--- config.mk ---
export PLATFORM = sky130hd
export DESIGN_NAME = fmap_readout_256
export DESIGN_NICKNAME = d
export VERILOG_FILES = /design/src/rtl/fmap_readout_256.sv
export SDC_FILE = /design/constraint.sdc
export NUM_CORES = 1
export LEC_CHECK = 0
export ABC_CLOCK_PERIOD_IN_PS = 3900
export CORE_MARGIN = 1
export CORE_UTILIZATION = 38
export DETAILED_ROUTE_END_ITERATION = 6
export GPL_ROUTABILITY_DRIVEN = 1
export GPL_TIMING_DRIVEN = 0
export PLACE_DENSITY = 0.88
export SLEW_MARGIN = 30
export SYNTH_ARGS = -nofsm -noshare
export SYNTH_HDL_FRONTEND = slang
export SYNTH_SLANG_ARGS = --single-unit
export TNS_END_PERCENT = 5
--- constraint.sdc ---
create_clock -name clk -period 3.9 [get_ports clk]
set_input_delay 0.585 -clock clk [delete_from_list [all_inputs] [get_ports clk]]
set_output_delay 0.585 -clock clk [all_outputs]
set_load 0.005 [all_outputs]
--- src/rtl/fmap_readout_256.sv ---
// Streams a captured PIX_H x PIX_H feature map out of the fmap BRAM (port B)
// as raster-order 8-bit pixels, one column word re-read per pixel.
module fmap_readout_256 #(
  parameter int          PIX_H     = 24,
  parameter logic [11:0] BASE_ADDR = 12'h000,
  parameter int          RD_LAT    = 2
) (
  input  logic               clk,
  input  logic               rst,
  input  logic               start,
  output logic [11:0]        bram_addr_b,
  output logic               bram_en_b,
  input  logic [8*PIX_H-1:0] bram_rddata_b,
  output logic [7:0]         m_pix_data,
  output logic               m_pix_valid,
  input  logic               m_pix_ready,
  output logic               m_pix_sof,
  output logic               m_pix_last,
  output logic               busy,
  output logic               frame_done
);

  localparam int CW = (PIX_H > 1) ? $clog2(PIX_H) : 1;
  localparam int WW = (RD_LAT > 1) ? $clog2(RD_LAT) : 1;

  localparam logic [CW-1:0] LAST_POS = CW'(PIX_H - 1);
  localparam logic [WW-1:0] WAIT_END = WW'(RD_LAT - 1);

  typedef enum logic [1:0] {
    IDLE,
    ISSUE,
    WAIT,
    OUT
  } state_t;

  state_t        state;
  state_t        state_nxt;
  logic [CW-1:0] row;
  logic [CW-1:0] col;
  logic [WW-1:0] wait_cnt;

  logic data_ready;
  logic last_pix;

  assign data_ready = (wait_cnt == WAIT_END);
  assign last_pix   = (row == LAST_POS) && (col == LAST_POS);

  // State register.
  // NOTE: sequential state uses non-blocking assignments so every flop
  // samples the pre-edge values, independent of statement order.
  always_ff @(posedge clk) begin
    if (rst) begin
      state <= IDLE;
    end else begin
      state <= state_nxt;
    end
  end

  // Next-state logic.
  // NOTE: state_nxt gets a default before the case so no path leaves it
  // unassigned, which would otherwise infer a latch.
  always_comb begin
    state_nxt = state;
    case (state)
      IDLE:  if (start) state_nxt = ISSUE;
      ISSUE: state_nxt = WAIT;
      WAIT:  if (data_ready) state_nxt = OUT;
      OUT: begin
        if (m_pix_ready) state_nxt = last_pix ? IDLE : ISSUE;
      end
      default: state_nxt = IDLE;
    endcase
  end

  // Outputs that are pure functions of state; the address follows col,
  // which only moves in OUT, so it is held through WAIT.
  always_comb begin
    bram_en_b   = (state == ISSUE);
    busy        = (state != IDLE);
    bram_addr_b = BASE_ADDR + 12'(col);
  end

  // Position counters, wait counter and the registered pixel stream.
  always_ff @(posedge clk) begin
    if (rst) begin
      row         <= '0;
      col         <= '0;
      wait_cnt    <= '0;
      m_pix_data  <= '0;
      m_pix_valid <= 1'b0;
      m_pix_sof   <= 1'b0;
      m_pix_last  <= 1'b0;
      frame_done  <= 1'b0;
    end else begin
      frame_done <= 1'b0;
      case (state)
        IDLE: begin
          if (start) begin
            row <= '0;
            col <= '0;
          end
        end
        ISSUE: wait_cnt <= '0;
        WAIT: begin
          if (data_ready) begin
            m_pix_data  <= bram_rddata_b[8*int'(row) +: 8];
            m_pix_valid <= 1'b1;
            m_pix_sof   <= (row == '0) && (col == '0);
            m_pix_last  <= (col == LAST_POS);
          end else begin
            wait_cnt <= wait_cnt + WW'(1);
          end
        end
        OUT: begin
          if (m_pix_ready) begin
            m_pix_valid <= 1'b0;
            m_pix_sof   <= 1'b0;
            m_pix_last  <= 1'b0;
            if (last_pix) begin
              frame_done <= 1'b1;
            end else if (col == LAST_POS) begin
              col <= '0;
              row <= row + CW'(1);
            end else begin
              col <= col + CW'(1);
            end
          end
        end
        default: ;
      endcase
    end
  end

endmodule

-- After elaboration in Yosys (flattened, before gate mapping)
Index checks and enable logic that the tools add are counted.
- bits in registers: 25
- add/subtract/negate cells: 3
- eq/ne operators: 10
- shift operators: 1
- multiplexer cells: 24
- bitwise logic cells: 2
- reduce and logical (&&, ||, !) cells: 15
- operators by type and width (kind ; number):
    $shiftx 192x9->8 ; 1
    $mux 5 ; 7
    $pmux 5 s2 ; 2
    $add 5x1->5 const B ; 2
    $eq 5x5->1 const B ; 2
    $logic_not 5->1 ; 2
    $ne 2x2->1 const B ; 5
    $pmux 1 s2 ; 4
    $pmux 2 s4 ; 1
    $reduce_bool 2->1 ; 4
    $mux 1 ; 7
    $mux 2 ; 3
    $reduce_and 3->1 ; 2
    $reduce_and 5->1 ; 1
    $eq 2x2->1 const B ; 2
    $reduce_and 4->1 ; 1
    $reduce_or 3->1 ; 1
    $eq 2x1->1 const B ; 1
    $logic_and 1x1->1 ; 2
    $logic_not 2->1 ; 1
    $not 1->1 ; 2
    $reduce_and 2->1 ; 1
    $add 1x1->1 const B ; 1

-- Depth between registers and ports, before layout
Gate-level depths: netlist (run 1).
- depth in word-level cells: 5
- depth in mapped cells: 10
- gate-level depth less buffers: 7

-- Worst setup path before layout (run 1)
No wires, ideal clock.
- path type: register -> register
- from: register state[0]
- to: register row[1]
- data arrival time: 1.577 ns
- path slack: 2.257 ns
- cell stages (with the launch flop): 9
- path buffers: 1
- path through: dfxtp_1 > inv_1 > ha_1 > nor2b_1 > a211oi_1 > buf_2 > and2_1 > a31oi_1 > nor2_1
- cells in the longest elaborated chain, start to end: 3
- elaborated cells between the ends (all ways): 9
- those cells by class: eq/ne (5); mux (1); reduce/logical (3)
- RTL lines (item ; RTL line ; text):
    start, declared ; 36 ; state_t state;
    start signal, assigned ; 55 ; state <= state_nxt;
    $eq 2x2->1 or $logic_not 2->1 (tied branches) ; 96 ; case (state)
    $ne 2x2->1 (no line) or $reduce_bool 2->1 (tied branches) ; - ;
    $reduce_and 5->1 (no line) ; - ;
    end signal, assigned ; 123 ; row <= row + CW'(1);
    end, declared ; 38 ; logic [CW-1:0] row;
Parallel ways exist; a longest one is shown, timed or not.
A chain may end at the register's enable or synchronous reset.

-- Worst setup path in the final report (run 1)
- from: register state[0]
- to: output busy
- cells in the longest elaborated chain, start to end: 1
- RTL lines (item ; RTL line ; text):
    $reduce_bool 2->1 ; 79 ; busy = (state != IDLE);
    end, declared ; 19 ; output logic busy,
No other way between the ends.

==> impl_metrics.json, run 1 <==
{
  "synth_flop_cell": "dfxtp_1",
  "synth_edf_count": 0,
  "worstSetupPathType": "reg2out",
  "wl_per_cell_um": 18.9,
  "slew_viol_final": 0,
  "dr_wl_met3_um": 957,
  "status": "completed",
  "n_antenna_cell": 0,
  "wl_met2_um": 6500,
  "crit_path_start_kind": "flop",
  "netlist_instances": 356,
  "end_kind": "output pin",
  "row_count": 32,
  "antenna_found_initial": 0,
  "peakVddDrop_mv": 0.365,
  "grt_pass1_vias": 3818,
  "place.gp.congestion": 0.908,
  "vias": 3781,
  "grt_max_degree": 15,
  "post_drt_via_cell_ratio": 5.54,
  "rsz0062_at_grt": "false",
  "die-height_um": 91.1,
  "final_cells": 682,
  "drv_cap": 0,
  "period_share": 0.559,
  "clock_sinks": 25,
  "drtAntennaViolNets": 0,
  "htree_levels": 1,
  "portBuffers": 214,
  "cp.required_ns": 3.31,
  "finalSetupViolations": 0,
  "nets": 786,
  "core-area_um2": 7690,
  "initial_core_util": 0.392,
  "final_common_cell": "clkdlybuf4s50_1",
  "hold_ws_ns": 0.505,
  "synth_area_um2": 3020,
  "hold_viol": 0,
  "cts_resized": 0,
  "postCtsHoldBufs": 0,
  "synthArstFlopShare": 0,
  "synth_seq_cells": 25,
  "synth_warnings": 0,
  "skew_ns": 0.00148,
  "slew_headroom": 0.597,
  "ys_seq_area_frac": 0.166,
  "die_area_um2": 8300,
  "cts_buffer_depth": 2,
  "drt-met1-wl_um": 5080,
  "dp_cells": 678,
  "cts-root-buf": "clkbuf_8",
  "min_period_ns": 2.18,
  "worst_pin_slew_ns": 0.589,
  "cts_setup_buffers": 0,
  "fmax_mhz": 459,
  "power.leakage_nw": 1.96,
  "layout-drive-gt1-share": 0.174,
  "worstHoldPathCells": 2,
  "cp_max_fo": 4,
  "cellPowerDensity_nw_per_um2": 204,
  "route.detailed.drc": 0,
  "synth_area_per_cell_um2": 8.47,
  "cts_tree": "yes",
  "clk_pin_slew_ns": 0.08,
  "wirelength_um": 12900,
  "worstPathArrival_ns": 1.59,
  "clk_latency_ns": 0.26,
  "firstDrtPassIters": 4,
  "fp.dieW_um": 91.1,
  "grt_pass1_wl_um": 19300,
  "synth.distinct_cells": 45,
  "dp_hpwl_um": 10600,
  "final_cell_mix": "clkdlybuf4s50_1 (214), mux2_2 (63), o22ai_1 (32)",
  "cts_buffers": 3,
  "tns_ns": 0,
  "syn_to_final_growth_pct": 77.6,
  "ff2ff_path_depth": 7,
  "io_pins": 222,
  "top_layer_used": "met4",
  "gr-total-overflow": 0,
  "drt_first_iter_violations": 219,
  "worstHoldPathType": "reg2reg",
  "grtUsageTotal": 0.295
}
-- where the power goes --
group          switching, W  internal, W
clock network     0.0000803    0.0000714
registers         0.0000169     0.000273
logic              0.000266     0.000386
-- logic make-up after synthesis --
group / after synthesis / share of synthesized area
other: 1 / 0.00124
buffers and inverters: 46 / 0.103
adders and majority gates: 9 / 0.0373
xor gates and xnor gates: 7 / 0.0203
AOI/OAI and AO/OA: 79 / 0.176
and+or+nand+nor: 107 / 0.193
muxes: 82 / 0.303
DFF: 25 / 0.166
-- area by class of cell --
| class | instances | area [um^2] |
|---|---|---|
| fillers | 620 | 2330 |
| multi-input cells | 291 | 2230 |
| repair buffers | 214 | 2140 |
| flip-flops and latches | 25 | 500 |
| plain buffers | 37 | 278 |
| well taps | 102 | 128 |
| clock buffers | 3 | 41.3 |
| inverters | 9 | 33.8 |
| clock inverters | 1 | 5.00 |
-- critical path, cell delays in order, from the launching register on --
cell and delay, ns:
dfxtp_1 0.39, inv_1 0.11, ha_1 0.24, inv_1 0.08
clkdlybuf4s50_1 0.51
-- per-layer routing --
layer | track usage | vias up
li1 | - | 1782
met1 | 0.348 | 1757
met3 | 0.0343 | 32
met5 | 0 | -
met4 | 0.101 | 0
met2 | 0.547 | 210
-- worst paths after layout --
path | start | to | slack, ns
hold reg to reg | m_pix_data[4]$_SDFFE_PP0P_ | m_pix_data[4]$_SDFFE_PP0P_ | 0.51
setup / recovery | state[0]$_SDFFE_PP0P_ | busy | 1.72
hold / removal | m_pix_data[4]$_SDFFE_PP0P_ | m_pix_data[4]$_SDFFE_PP0P_ | 0.51
setup reg to reg | row[0]$_SDFFE_PP0P_ | m_pix_data[5]$_SDFFE_PP0P_ | 1.72
-- state kept, by name, indices dropped and copies added, names as in the netlist --
signal and cells:
m_pix_data 8, col 5, row 5, state 2
data_ready 1, frame_done 1, m_pix_last 1, m_pix_sof 1
m_pix_valid 1
-- Yosys cell counts (2+ instances only) --
| cell | n | area [um^2] |
|---|---|---|
| nand2b_1 | 3 | 18.8 |
| clkbuf_1 | 5 | 18.8 |
| a2111oi_0 | 6 | 52.6 |
| inv_1 | 9 | 33.8 |
| o21ai_0 | 9 | 45.0 |
| o21ai_1 | 2 | 10.0 |
| dfxtp_1 | 25 | 500 |
| nor2_1 | 22 | 82.6 |
| nand2_1 | 6 | 22.5 |
| and2_1 | 2 | 12.5 |
| xor2_1 | 5 | 43.8 |
| nand4_1 | 2 | 12.5 |
| buf_8 | 2 | 30.0 |
| mux2_1 | 8 | 90.1 |
| buf_6 | 8 | 90.1 |
| buf_2 | 9 | 45.0 |
| mux2i_1 | 10 | 100 |
| o22ai_1 | 32 | 200 |
| nor4_1 | 17 | 106 |
| and4b_1 | 2 | 20.0 |
| a211oi_1 | 18 | 135 |
| nor2b_1 | 20 | 125 |
| buf_4 | 11 | 82.6 |
| and3_1 | 2 | 12.5 |
| mux2_2 | 63 | 709 |
| nand3_1 | 5 | 25.0 |
| xnor2_1 | 2 | 17.5 |
| ha_1 | 9 | 113 |
| a21oi_1 | 6 | 30.0 |
| nor3_1 | 21 | 105 |
-- stage by stage --
| step | setup WS (ns) | cell area [um^2] | total power, W | utilization |
|---|---|---|---|---|
| 6_report | 1.72 | 5350 | 0.00109 | 0.696 |
| 5_1_grt | 1.60 | 5350 | 0.00116 | 0.696 |
| 4_1_cts | 1.72 | 5350 | 0.00109 | 0.696 |
| 3_5_place_dp | 1.66 | 5310 | 0.000937 | 0.690 |
| 3_3_place_gp | 1.69 | 5310 | 0.000913 | 0.690 |
| 2_1_floorplan | 2.26 | 3040 | 0.000627 | - |
Power figures use the tool's default switching activity.
==> run 2: changes to the inputs <==
ABC_CLOCK_PERIOD_IN_PS = 2300   (was 3900)
CORE_UTILIZATION = 35   (was 38)
PLACE_DENSITY = 0.82   (was 0.88)
clock period = 2.3 ns   (was 3.9 ns; I/O delays follow)
==> run 2 against run 1 <==
Core utilization fell by 4.8 points. Sequential power grew 69%. Final cell count grew 0.44%. Hold slack worse by 0.012 ns. Sequential share of layout area is essentially flat.
==> impl_metrics.json, run 2 (synthesis gave the netlist of run 1 again) <==
{
  "finalSetupViolations": 0,
  "route.detailed.drc": 0,
  "clk_pin_slew_ns": 0.08,
  "grt_pass1_wl_um": 18600,
  "cpMaxStageDelayCell": "nor4_1",
  "place.gp.congestion": 0.856,
  "max_flop_register": "m_pix_data",
  "grt_max_degree": 14,
  "final_cells": 685,
  "grt_pass1_vias": 3607,
  "core-area_um2": 8260,
  "power.leakage_nw": 1.95,
  "final_common_cell": "clkdlybuf4s50_1",
  "grtUsageTotal": 0.269,
  "rsz0062_at_grt": "false",
  "fmax_mhz": 462,
  "worstHoldPathType": "reg2reg",
  "io_pins": 222,
  "post_drt_via_cell_ratio": 5.40,
  "layout-drive-gt1-share": 0.172,
  "clk_latency_ns": 0.27,
  "drv_cap": 0,
  "dp_cells": 681,
  "top_usage_layer": "met2",
  "cp.required_ns": 2.44,
  "firstDrtPassIters": 5,
  "n_antenna_cell": 0,
  "crit_top_cell": "nor4_1",
  "period_share": 0.941,
  "cp_max_fo": 10,
  "min_period_ns": 2.16,
  "largest_reg_flops": 8,
  "reg_top3": "m_pix_data (8), col (5), row (5)",
  "postCtsHoldBufs": 0,
  "die-height_um": 94.8,
  "slew_headroom": 0.573,
  "worst_pin_slew_ns": 0.624,
  "n_fill_cell": 681,
  "grt_util_met3": 0.0362,
  "globalRouteMet1Util": 0.315,
  "hold_viol": 0,
  "clock_sinks": 25,
  "path_cells": "buf_6, buf_2, mux2_2, o22ai_1, nor4_1, nor4_1, nor3_1",
  "antenna_found_initial": 0,
  "stdcell_area_um2": 5360,
  "path_buf_inv": 2,
  "status": "completed",
  "wirelength_um": 12600,
  "drtAntennaViolNets": 0,
  "initial_core_util": 0.365,
  "cellPowerDensity_nw_per_um2": 343,
  "wl_per_cell_um": 18.4,
  "peakVddDrop_mv": 0.476,
  "portBuffers": 214,
  "slew_viol_final": 0,
  "skew_ns": 0.00236,
  "grt_util_met2": 0.498,
  "dp_slack_ns": 0.182,
  "gr-total-overflow": 0,
  "worstPathArrival_ns": 2.30,
  "p_total_w": 0.00184,
  "end_kind": "flop",
  "htree_levels": 1,
  "tns_ns": 0,
  "cts_buffers": 3,
  "final_cell_mix": "clkdlybuf4s50_1 (214), mux2_2 (63), o22ai_1 (32)",
  "die_area_um2": 8990,
  "nets": 786,
  "dp_hpwl_um": 10400,
  "worstSetupPathType": "reg2reg",
  "max_stage_delay_ns": 0.53,
  "crit_path_start_kind": "flop",
  "vias": 3702,
  "syn_to_final_growth_pct": 77.6,
  "cts_setup_buffers": 0,
  "dpl-instance-area_um2": 5310,
  "cts-root-buf": "clkbuf_8",
  "fp.dieW_um": 94.8,
  "cts_tree": "yes",
  "crit_family": "simple AND/OR/NAND/NOR gates",
  "drt_first_iter_violations": 115,
  "setup_slack_ns": 0.136,
  "row_count": 33,
  "cts_resized": 0,
  "cts_buffer_depth": 2
}
-- run 2: changes by cell type in the layout (fill, tap and decap cells not counted) --
cell and change:
clkbuf_1 +1, clkinv_2 -1
-- run 2: tightest hold or removal path, cell delays in order, from the launching register on --
cell     delay [ns]
dfxtp_1        0.32
nor2_1         0.09
nor3_1         0.04
-- run 2: final timing paths --
check	from	to	slack (ns)	cells past startpoint
worst max-delay path	row[0]$_SDFFE_PP0P_	m_pix_data[6]$_SDFFE_PP0P_	0.14	7
worst min-delay path	m_pix_data[2]$_SDFFE_PP0P_	m_pix_data[2]$_SDFFE_PP0P_	0.49	2
worst max register to register	row[0]$_SDFFE_PP0P_	m_pix_data[6]$_SDFFE_PP0P_	0.14	7
worst min register to register	m_pix_data[2]$_SDFFE_PP0P_	m_pix_data[2]$_SDFFE_PP0P_	0.49	2
-- run 2: where the power goes --
part | internal [W] | total [W] | switching [W]
clock | 0.000124 | 0.000258 | 0.000135
sequential | 0.000462 | 0.000491 | 0.0000290
combinational | 0.000653 | 0.00109 | 0.000437
total | 0.00124 | 0.00184 | 0.000600
-- run 2: cell type report --
cell class	count	area (um^2)	area share
repair buffers	214	2140	0.400
inverters	9	33.8	0.00631
multi-input cells	291	2230	0.416
clock buffers	4	45.0	0.00841
well taps	105	131	0.0245
plain buffers	37	278	0.0519
flip-flops and latches	25	500	0.0934
-- run 2: per-stage QoR --
step	hold WS, ns	util
detailed placement	0.482	0.643
global placement	0.478	0.643
floorplan	0.421	-
CTS	0.497	0.649
global route	0.535	0.649
finish	0.494	0.649
-- run 2: routing by layer --
layer  up-vias  wire [um]
met5         -          0
met4         0        386
met3        27        961
met2       166       6390
met1      1726       4890
li1       1783          -
